--- src/rtl/instruction_fetch_unit_if.sv ---
// instruction_fetch_unit_if: program-memory, redirect and decoder-side signals of the fetch unit
// master: fetch unit (drives pm_rd_en/pm_addr and the decoder outputs)
// slave:  environment (memory, control path redirect, decoder)
interface instruction_fetch_unit_if #(parameter int ADDR_WIDTH = 14);
  logic                  pm_rd_en;
  logic [ADDR_WIDTH-1:0] pm_addr;
  logic [15:0]           pm_rdata;
  logic                  pm_valid;
  logic                  pc_load;
  logic [ADDR_WIDTH-1:0] pc_load_value;
  logic [15:0]           instruction;
  logic                  part2;
  logic [ADDR_WIDTH-1:0] instr_pc;
  logic                  instr_valid;
  logic                  instr_ready;
  modport master (
    output pm_rd_en, pm_addr, instruction, part2, instr_pc, instr_valid,
    input  pm_rdata, pm_valid, pc_load, pc_load_value, instr_ready
  );
  modport slave (
    input  pm_rd_en, pm_addr, instruction, part2, instr_pc, instr_valid,
    output pm_rdata, pm_valid, pc_load, pc_load_value, instr_ready
  );
endinterface

--- src/rtl/instruction_fetch_unit.sv ---
// instruction_fetch_unit: fetches 16-bit AVR opcodes, tags second words of 32-bit opcodes, owns the PC
// clk, rst_n (async, active-low)
// fetch_if.master: pm_rd_en/pm_addr/pm_rdata/pm_valid memory port, pc_load/pc_load_value redirect,
//                  instruction/part2/instr_pc/instr_valid/instr_ready decoder handshake
module instruction_fetch_unit #(
  parameter int                    ADDR_WIDTH   = 14,
  parameter logic [ADDR_WIDTH-1:0] RESET_VECTOR = '0
) (
  input logic                       clk,
  input logic                       rst_n,
  instruction_fetch_unit_if.master  fetch_if
);
  typedef enum logic [2:0] {IDLE, FETCH, WAIT, HOLD, DRAIN} state_e;
  state_e                state_q;
  logic [ADDR_WIDTH-1:0] pc_q;
  logic [ADDR_WIDTH-1:0] instr_pc_q;
  logic [15:0]           instr_q;
  logic                  part2_q;
  logic                  valid_q;
  logic                  expect_q;
  logic                  is32_d;
  logic [15:0]           w;
  assign w = fetch_if.pm_rdata;
  assign is32_d = ((w & 16'hFE0E) == 16'h940E) | ((w & 16'hFE0E) == 16'h940C) |
                  ((w & 16'hFE0F) == 16'h9000) | ((w & 16'hFE0F) == 16'h9200);
  assign fetch_if.pm_rd_en    = (state_q == FETCH) & ~fetch_if.pc_load;
  assign fetch_if.pm_addr     = pc_q;
  assign fetch_if.instruction = instr_q;
  assign fetch_if.part2       = part2_q;
  assign fetch_if.instr_pc    = instr_pc_q;
  assign fetch_if.instr_valid = valid_q;
  always_ff @(posedge clk or negedge rst_n) begin
    if (!rst_n) begin
      state_q    <= IDLE;
      pc_q       <= RESET_VECTOR;
      expect_q   <= 1'b0;
      instr_q    <= '0;
      part2_q    <= 1'b0;
      instr_pc_q <= '0;
      valid_q    <= 1'b0;
    end else if (fetch_if.pc_load) begin
      pc_q     <= fetch_if.pc_load_value;
      expect_q <= 1'b0;
      valid_q  <= 1'b0;
      // a request still in flight must be drained before the redirected fetch can issue
      state_q  <= ((state_q == WAIT || state_q == DRAIN) && !fetch_if.pm_valid) ? DRAIN : FETCH;
    end else begin
      case (state_q)
        IDLE:  state_q <= FETCH;
        FETCH: state_q <= WAIT;
        WAIT: if (fetch_if.pm_valid) begin
          instr_q    <= w;
          instr_pc_q <= pc_q;
          part2_q    <= expect_q;
          valid_q    <= 1'b1;
          // a second word is never classified, so part2 never chains
          expect_q   <= is32_d & ~expect_q;
          pc_q       <= pc_q + ADDR_WIDTH'(1);
          state_q    <= HOLD;
        end
        HOLD: if (valid_q && fetch_if.instr_ready) begin
          valid_q <= 1'b0;
          state_q <= FETCH;
        end
        DRAIN: if (fetch_if.pm_valid) state_q <= FETCH;
        default: state_q <= IDLE;
      endcase
    end
  end
endmodule

--- src/flat_wrapper.sv ---
// flat-port wrapper written by rule: the top's interface ports become plain ports
module instruction_fetch_unit_flat 
#(
  parameter int                    ADDR_WIDTH   = 14,
  parameter logic [ADDR_WIDTH-1:0] RESET_VECTOR = '0
)
  (clk, rst_n, fetch_if_pm_rd_en, fetch_if_pm_addr, fetch_if_instruction, fetch_if_part2, fetch_if_instr_pc, fetch_if_instr_valid, fetch_if_pm_rdata, fetch_if_pm_valid, fetch_if_pc_load, fetch_if_pc_load_value, fetch_if_instr_ready);
  instruction_fetch_unit_if #(.ADDR_WIDTH(ADDR_WIDTH)) fetch_if_i ();
  input logic clk;
  input logic rst_n;
  output wire logic [$bits(fetch_if_i.pm_rd_en)-1:0] fetch_if_pm_rd_en;
  output wire logic [$bits(fetch_if_i.pm_addr)-1:0] fetch_if_pm_addr;
  output wire logic [$bits(fetch_if_i.instruction)-1:0] fetch_if_instruction;
  output wire logic [$bits(fetch_if_i.part2)-1:0] fetch_if_part2;
  output wire logic [$bits(fetch_if_i.instr_pc)-1:0] fetch_if_instr_pc;
  output wire logic [$bits(fetch_if_i.instr_valid)-1:0] fetch_if_instr_valid;
  input wire logic [$bits(fetch_if_i.pm_rdata)-1:0] fetch_if_pm_rdata;
  input wire logic [$bits(fetch_if_i.pm_valid)-1:0] fetch_if_pm_valid;
  input wire logic [$bits(fetch_if_i.pc_load)-1:0] fetch_if_pc_load;
  input wire logic [$bits(fetch_if_i.pc_load_value)-1:0] fetch_if_pc_load_value;
  input wire logic [$bits(fetch_if_i.instr_ready)-1:0] fetch_if_instr_ready;
  assign fetch_if_pm_rd_en = fetch_if_i.pm_rd_en;
  assign fetch_if_pm_addr = fetch_if_i.pm_addr;
  assign fetch_if_instruction = fetch_if_i.instruction;
  assign fetch_if_part2 = fetch_if_i.part2;
  assign fetch_if_instr_pc = fetch_if_i.instr_pc;
  assign fetch_if_instr_valid = fetch_if_i.instr_valid;
  assign fetch_if_i.pm_rdata = fetch_if_pm_rdata;
  assign fetch_if_i.pm_valid = fetch_if_pm_valid;
  assign fetch_if_i.pc_load = fetch_if_pc_load;
  assign fetch_if_i.pc_load_value = fetch_if_pc_load_value;
  assign fetch_if_i.instr_ready = fetch_if_instr_ready;
  instruction_fetch_unit #(.ADDR_WIDTH(ADDR_WIDTH), .RESET_VECTOR(RESET_VECTOR)) u_core (.clk(clk), .rst_n(rst_n), .fetch_if(fetch_if_i));
endmodule
--- config.mk ---
export PLATFORM = sky130hd
export DESIGN_NAME = instruction_fetch_unit_flat
export DESIGN_NICKNAME = d
export VERILOG_FILES = /design/src/rtl/instruction_fetch_unit_if.sv /design/src/rtl/instruction_fetch_unit.sv /design/src/flat_wrapper.sv
export SDC_FILE = /design/constraint.sdc
export NUM_CORES = 1
export LEC_CHECK = 0
export BUFFER_PORTS_ARGS = -buffer_cell sky130_fd_sc_hd__clkbuf_2
export CAP_MARGIN = 20
export CORE_MARGIN = 5
export CORE_UTILIZATION = 51
export CTS_BUF_LIST = sky130_fd_sc_hd__clkbuf_2
export CTS_CLUSTER_DIAMETER = 120
export DETAILED_ROUTE_END_ITERATION = 8
export PLACE_DENSITY = 0.79
export SYNTH_ARGS = -nofsm -noshare
export SYNTH_HDL_FRONTEND = slang
export SYNTH_SLANG_ARGS = --single-unit
--- constraint.sdc ---
create_clock -name clk -period 1.8 [get_ports clk]
set_input_delay 0.09 -clock clk [delete_from_list [all_inputs] [get_ports clk]]
set_output_delay 0.09 -clock clk [all_outputs]
set_load 0.005 [all_outputs]
# --- After elaboration in Yosys (flattened, before gate mapping) ---
# Cells that the tools add are included.
totals:
  register_bits: 50
  elab_cells: 54
classes:
  addsub: 1
  eq_ne: 11
  n_mux: 16
  n_bitwise: 7
  n_reduce_logical: 12
ops:
  columns: ["op", "count"]
  rows:
  - ["two-way mux 14 bit", 3]
  - ["equality test 11 bit, second input constant", 2]
  - ["equality test 10 bit, second input constant", 2]
  - ["two-way mux 3 bit", 5]
  - ["case mux 3 bit (5 select lines)", 1]
  - ["adder 14 x 1 -> 14 bit, second input constant", 1]
  - ["AND reduction 3 bit", 3]
  - ["equality test 3 x 2 -> 1 bit, second input constant", 2]
  - ["two-way mux 1 bit", 6]
  - ["!= test 3 bit, second input constant", 2]
  - ["nonzero test 2 bit", 2]
  - ["equality test 3 x 1 -> 1 bit, second input constant", 1]
  - ["equality test 3 bit, second input constant", 1]
  - ["logical NOT 3 bit", 1]
  - ["!= test 3 x 2 -> 1 bit, second input constant", 1]
  - ["bitwise OR 1 bit", 3]
  - ["nonzero test 3 bit", 1]
  - ["AND 1 bit", 2]
  - ["logical AND 1 bit", 2]
  - ["NOT 1 bit", 2]
  - ["case mux 1 bit (2 select lines)", 1]
  - ["AND reduction 2 bit", 1]
  - ["logical NOT 1 bit", 1]
  - ["logical OR 1 bit", 1]

# --- Longest topological paths before layout ---
# Gate-level depths: netlist of run 1.
logic_depth:
  depth_word: 8
  ltp_mapped: 6
  ltp_nobuf: 5

# --- Least setup slack after synthesis of run 1 ---
# No wires, ideal clock.
synth_path:
  path_kind: "register to register"
  start: "register u_core.state_q[0]"
  end: "register u_core.instr_pc_q[7] (netlist: u_core.fetch_if.instr_pc[7])"
  setup_ps: 125
  arrival_time_ps: 1475
  setup_slack_ps: 200
  stages_incl_launch_ff: 7
  path_buffers: 3
  synth_period_minus_slack_ps: 1600
  cell_sequence: "dfrtp_1 > buf_6 > nand4bb_1 > buf_6 > nor2_2 > buf_4 > mux2_2"
synth_between:
  elab_chain_cells: 2
synth_rtl:
  columns: ["item", "line", "rtl"]
  rows:
  - ["start, declared", "instruction_fetch_unit.sv:14", "state_e state_q;"]
  - ["start signal, assigned", "instruction_fetch_unit.sv:46", "state_q <= ((state_q == WAIT || state_q == DRAIN) && !fetch_if.pm_valid) ? DRAIN : FETCH;"]
  - ["equality test 3 x 2 -> 1 bit", "instruction_fetch_unit.sv:48", "case (state_q)"]
  - ["AND reduction 3 bit (no line)", null, null]
  - ["end signal, assigned", "instruction_fetch_unit.sv:53", "instr_pc_q <= pc_q;"]
  - ["end, declared", "instruction_fetch_unit.sv:16", "logic [ADDR_WIDTH-1:0] instr_pc_q;"]
# No other way between the ends.
# A chain may end at the register's enable or synchronous reset.

# --- Final worst setup path of run 1 ---
layout_path:
  start: "register u_core.pc_q[0] (netlist: u_core.fetch_if.pm_addr[0])"
  end: "register u_core.pc_q[12] (netlist: u_core.fetch_if.pm_addr[12])"
layout_between:
  elab_chain_cells: 4
layout_rtl:
  columns: ["item", "line", "rtl"]
  rows:
  - ["start, declared", "instruction_fetch_unit.sv:15", "logic [ADDR_WIDTH-1:0] pc_q;"]
  - ["start signal, assigned", "instruction_fetch_unit.sv:42", "pc_q <= fetch_if.pc_load_value;"]
  - ["start signal, assigned", "instruction_fetch_unit.sv:58", "pc_q <= pc_q + ADDR_WIDTH'(1);"]
  - ["adder 14 x 1 -> 14 bit", "instruction_fetch_unit.sv:58", null]
  - ["two-way mux 14 bit", "instruction_fetch_unit.sv:51", "WAIT: if (fetch_if.pm_valid) begin"]
  - ["two-way mux 14 bit", "instruction_fetch_unit.sv:48", null]
  - ["two-way mux 14 bit", "instruction_fetch_unit.sv:41", "end else if (fetch_if.pc_load) begin"]
# No other way between the ends. The select of a mux whose other input is x is not followed.

==> results of run 1 <==
==> metal layers <==
metal  global-route usage  wire length [um]  vias to the layer above
met3               0.0433               266                       10
met1                0.257              2330                      912
met2                0.327              2800                       54
met5                    0                 0                        -
met4               0.0629                84                        0
li1                     -                 -                      917
==> layout make-up <==
| type | instances | share of cell area |
|---|---|---|
| sequential | 50 | 0.397 |
| clock buffer | 5 | 0.00793 |
| timing repair buffer | 124 | 0.262 |
| tap | 52 | 0.0206 |
| clock inverter | 3 | 0.00516 |
| multi-input combinational | 126 | 0.304 |
| inverter | 3 | 0.00357 |
==> synth_stat cells, drive strengths merged <==
| cell | n |
|---|---|
| a21oi | 3 |
| a221oi | 1 |
| a2bb2oi | 1 |
| a31oi | 1 |
| and4 | 1 |
| buf | 6 |
| clkbuf | 4 |
| dfrtp | 50 |
| ha | 1 |
| inv | 3 |
| mux2 | 31 |
| mux2i | 2 |
| nand2 | 18 |
| nand2b | 3 |
| nand3 | 5 |
| nand4 | 6 |
| nand4b | 1 |
| nand4bb | 1 |
| nor2 | 6 |
| nor2b | 3 |
| nor3 | 6 |
| nor4 | 5 |
| nor4bb | 2 |
| o21ai | 15 |
| o31a | 1 |
| o31ai | 1 |
| or4 | 1 |
| xnor2 | 8 |
| xor2 | 3 |
==> critical path: cells and delay by family (launching register included) <==
family / cells / cell delay [ns]
xor gates and xnor gates: 1 / 0.16
AOI/OAI and AO/OA: 1 / 0.07
and+or+nand+nor: 2 / 0.62
adders and majority gates: 1 / 0.24
DFF: 1 / 0.50
==> power breakdown <==
part,leakage [nW],switching (mW),internal [mW]
combinational,0.843,0.373,0.544
sequential,0.620,0.198,1.44
clock,0.0264,0.353,0.0886
total,1.49,0.924,2.07
==> final timing paths <==
check,startpoint,to,slack (ns),cells past startpoint
min in group asynchronous,rst_n,u_core.fetch_if.pm_addr[6],0.17,3
worst min register to register,u_core.fetch_if.instr_pc[2],u_core.fetch_if.instr_pc[2],0.52,1
worst min-delay path,fetch_if_pc_load,u_core.fetch_if.pm_addr[6],0.07,3
max in group asynchronous,rst_n,u_core.fetch_if.instr_valid,1.16,3
worst max register to register,u_core.fetch_if.pm_addr[0],u_core.fetch_if.pm_addr[12],0.12,5
worst max-delay path,u_core.fetch_if.pm_addr[0],u_core.fetch_if.pm_addr[12],0.12,5
==> kinds of logic after synthesis <==
| family | Yosys count |
|---|---|
| simple gates | 58 |
| mux | 33 |
| fa+ha+maj | 1 |
| buf+inv | 13 |
| flops | 50 |
| xor+xnor | 11 |
| compound gates | 23 |
==> flip-flops by register name, indices dropped and copies added, names as in the netlist <==
signal and flops:
u_core.fetch_if.instr_valid 1, u_core.fetch_if.part2 1, u_core.state_q 3, u_core.fetch_if.instruction 16, u_core.fetch_if.instr_pc 14, u_core.expect_q 1
u_core.fetch_if.pm_addr 14
==> stage by stage <==
stage	hold slack, ns	instance area (um^2)	power (mW)	std cells	utilization
finish	0.0744	3150	3.00	363	0.724
global route	0.0544	3150	3.21	363	0.724
CTS	0.0570	3150	3.03	363	0.724
detailed placement	-0.115	2770	2.53	321	0.637
global placement	-0.118	2770	2.49	321	0.637
floorplan	-0.206	2280	2.04	189	-
==> impl_metrics.toml, run 1 <==
[placed_design]
port-buffer-count = 81
pre_cts_ws_ns = 0.161
dp_hpwl_um = 3810
gp_congestion = 0.767

[timing]
rsz0062_at_grt = "no"
worst_slew_pin_slew_ns = 0.351
finalHoldViolations = 0
finClkSkew_ns = 0.0155
min_period_over_period = 0.931
setup_violations = 0
fmax_ghz = 0.596
slew_viol_final = 0
min_period_ns = 1.68
fin_setup_tns_ns = 0
slew_headroom = 0.763
layout_setup_ws_ns = 0.123

[detailed_routing]
initialDrtViolationCount = 73
vias = 1893
drt-vias-per-instance = 5.21
wl_per_cell_um = 15.1
ant_nets = 0
wirelength_um = 5480
drc_errors = 0
drt_first_pass_iters = 4

[setup_path]
setup.worst_path.class = "flip-flop to flip-flop"
cp.required_ns = 2.13
path_cells = "ha_1 -> nand4_1 -> nor4_2 -> xnor2_1 -> o21ai_1"
crit_path_max_incr_delay_ns = 0.50
worstSetupEndpointType = "flip-flop"
cp-start-kind = "flip-flop"
critical-path-slowest-cell = "dfrtp_1"
cp.arrival_ns = 2.01
critical_path_peak_fanout = 6

[die]
std_cell_rows = 24
ios = 82
core-area_um2 = 4350
chipHeight_um = 76.9
die_w_um = 76.9
start_util = 0.524
die_area_um2 = 5910

[logic_synthesis]
syn_area_um2 = 2280
synthMuxAreaShare = 0.162
synthXorXnorAreaFrac = 0.0422
synth-simple-area-share = 0.152
synth_cells = 189
synth_area_leaders = "dfrtp_1 55%, mux2_2 11%, mux2_1 4.4%"
synth-seq-cells = 50
synth.largest_area_cell = "dfrtp_1"
synth_compound_area_frac = 0.0570
syn-num-nets = 225
synth.distinct_cells = 36
synthAdderAreaFrac = 0.00548
yosysSeqAreaShare = 0.548
yosys_warnings = 0
synth_top_family_by_area = "multiplexers"
syn_area_per_cell_um2 = 12.1
yosysTopAreaCellShare = 0.548

[cts]
htree_levels = 2
cts_setup_buffers = 0
cts_tree = "yes"
clk_latency_ns = 0.42
cts_buffers = 5
cts_hold_buf = 34
path_clk_slew_ns = 0.24
clockBufferDepth = 2
cts_resized = 0
clock-root-buffer = "clkbuf_2"
cts_num_sinks = 50

[global_route]
grt_pass1_vias = 1930
grt_antenna_before_repair = 0
grt_start_max_net_pins = 29
overflow = 0
grt_pass1_wl_um = 9420
grt_usage = 0.197

[final_layout]
layout-drive-gt1-share = 0.402
antenna_cells = 0
syn_to_final_growth_pct = 38.2
final_common_cell = "clkbuf_2"
fin_nets = 346
layout_common_cells = "86 x clkbuf_2, 50 x dfrtp_1, 34 x dlygate4sd3_1, 22 x mux2_2, 18 x nand2_1"
ff_latch_area_um2 = 1250
fillers = 309
multi_input_area_um2 = 960

[power_and_ir_drop]
powerDensity_nw_per_um2 = 950
leakage_nw = 1.49
irDropWorstVdd_v = 0.000576

[job]
max_cap_violations = 0

[min_path]
min_path_type = "primary input to flip-flop"

[outcome]
outcome = "complete, no violations"
(Power assumes the default switching activity.)
==> run 2: changes to the inputs <==
- HOLD_SLACK_MARGIN: default -> 0.15
==> impl_metrics.toml, run 2 (synthesis results as in run 1) <==
[final_layout]
syn_to_final_growth_pct = 42.6
final_common_cell = "clkbuf_2"
layout-drive-gt1-share = 0.389
ff_latch_area_um2 = 1250
multi_input_area_um2 = 960
layout_common_cells = "86 x clkbuf_2, 50 x dfrtp_1, 44 x dlygate4sd3_1, 22 x mux2_2, 18 x nand2_1"
fin_nets = 356
antenna_cells = 0
fillers = 291
fin_cells = 373
largest_reg_flops = 16

[die]
chipHeight_um = 76.9
die_area_um2 = 5910
core-area_um2 = 4350
die_w_um = 76.9
ios = 82
start_util = 0.524
std_cell_rows = 24

[setup_path]
path_delay_family = "simple AND/OR/NAND/NOR gates"
setup.worst_path.class = "flip-flop to flip-flop"
path_cells = "ha_1 -> nand4_1 -> nor4_2 -> xnor2_1 -> o21ai_1"
worstSetupEndpointType = "flip-flop"
crit_path_max_incr_delay_ns = 0.50
critical-path-slowest-cell = "dfrtp_1"
critical_path_peak_fanout = 6
cp.required_ns = 2.13
worst-path-buf-inv = 0
rrSetupSlack_ns = 0.14
cp.arrival_ns = 2.00
cp-start-kind = "flip-flop"

[cts]
htree_levels = 2
clk_latency_ns = 0.43
cts_hold_buf = 44
cts_num_sinks = 50
cts_buffers = 5
cts_tree = "yes"
cts_setup_buffers = 0
cts_resized = 0
clockBufferDepth = 2
path_clk_slew_ns = 0.25
clock-root-buffer = "clkbuf_2"

[power_and_ir_drop]
seq_power_share = 0.543
p_switching_mw = 0.935
powerDensity_nw_per_um2 = 929
swShare = 0.309
leakage_nw = 1.52
irDropWorstVdd_v = 0.000578
p_int_mw = 2.09
pwr-share-clk = 0.146
total_power_mw = 3.02
p_comb_frac = 0.311

[timing]
worst_slew_pin_slew_ns = 0.356
slew_headroom = 0.760
slew_viol_final = 0
fin_setup_tns_ns = 0
finClkSkew_ns = 0.0175
min_period_over_period = 0.925
min_period_ns = 1.66
layout_setup_ws_ns = 0.135
finalHoldViolations = 0
fmax_ghz = 0.601
rsz0062_at_grt = "no"
setup_violations = 0

[placed_design]
dp_hpwl_um = 3810
gp_congestion = 0.767
dp.cells = 321
pre_cts_ws_ns = 0.161
port-buffer-count = 81

[detailed_routing]
drt_first_pass_iters = 4
ant_nets = 0
vias = 1958
drt-vias-per-instance = 5.25
wirelength_um = 5800
wl_per_cell_um = 15.6
initialDrtViolationCount = 73
drc_errors = 0

[global_route]
grt_pass1_vias = 2059
grt_start_max_net_pins = 29
grt_usage = 0.212
overflow = 0
grt_antenna_before_repair = 0
grt_pass1_wl_um = 10100

[job]
max_cap_violations = 0

[min_path]
min_path_type = "primary input to flip-flop"

[outcome]
outcome = "complete, no violations"
-- run 2: cell types whose count changed in the layout (fill, tap and decap cells not counted) --
cell	delta
dlygate4sd3_1	+10
-- run 2: per-layer routing --
| layer | up-vias | track usage | part of all wire |
|---|---|---|---|
| met5 | - | 0 | 0 |
| met4 | 0 | 0.0804 | 0.025 |
| met3 | 16 | 0.0468 | 0.049 |
| met2 | 63 | 0.347 | 0.52 |
| met1 | 945 | 0.272 | 0.41 |
| li1 | 934 | - | - |
-- run 2: stage by stage --
step	utilization	instance area, um^2	hold WS (ns)
after floorplan	-	2280	-0.206
after global placement	0.637	2770	-0.118
after detailed placement	0.637	2770	-0.115
after CTS	0.747	3250	0.393
after global routing	0.747	3250	0.360
final	0.747	3250	0.399
-- run 2: tightest hold or removal path, stage by stage --
cell,delay (ns)
dlygate4sd3_1,0.52
clkbuf_2,0.09
nand2_1,0.04
nand3_1,0.07
-- run 2: power by group through the flow --
| stage | combinational, mW | sequential, mW | clock, mW |
|---|---|---|---|
| 4_1_cts | 0.946 | 1.64 | 0.457 |
| 6_report | 0.941 | 1.64 | 0.440 |
| 3_5_place_dp | 0.868 | 1.66 | 0 |
| 2_1_floorplan | 0.368 | 1.67 | 0 |
| 5_1_grt | 1.04 | 1.69 | 0.512 |
| 3_3_place_gp | 0.840 | 1.65 | 0 |
-- run 2: final cells by class --
cell class | instances | area share
Tap cell | 52 | 0.0200
Inverter | 3 | 0.00346
Sequential cell | 50 | 0.384
Clock buffer | 5 | 0.00769
Multi-Input combinational cell | 126 | 0.295
Timing Repair Buffer | 134 | 0.285
Clock inverter | 3 | 0.00500
-- run 2: final timing paths --
kind,to,cells after the start,start
setup / recovery,u_core.fetch_if.pm_addr[12],5,u_core.fetch_if.pm_addr[0]
hold / removal,u_core.fetch_if.pm_addr[11],4,fetch_if_pc_load_value[11]
setup reg to reg,u_core.fetch_if.pm_addr[12],5,u_core.fetch_if.pm_addr[0]
hold reg to reg,u_core.fetch_if.instr_pc[3],1,u_core.fetch_if.instr_pc[3]
max in group asynchronous,u_core.fetch_if.instr_valid,4,rst_n
min in group asynchronous,u_core.fetch_if.pm_addr[0],4,rst_n
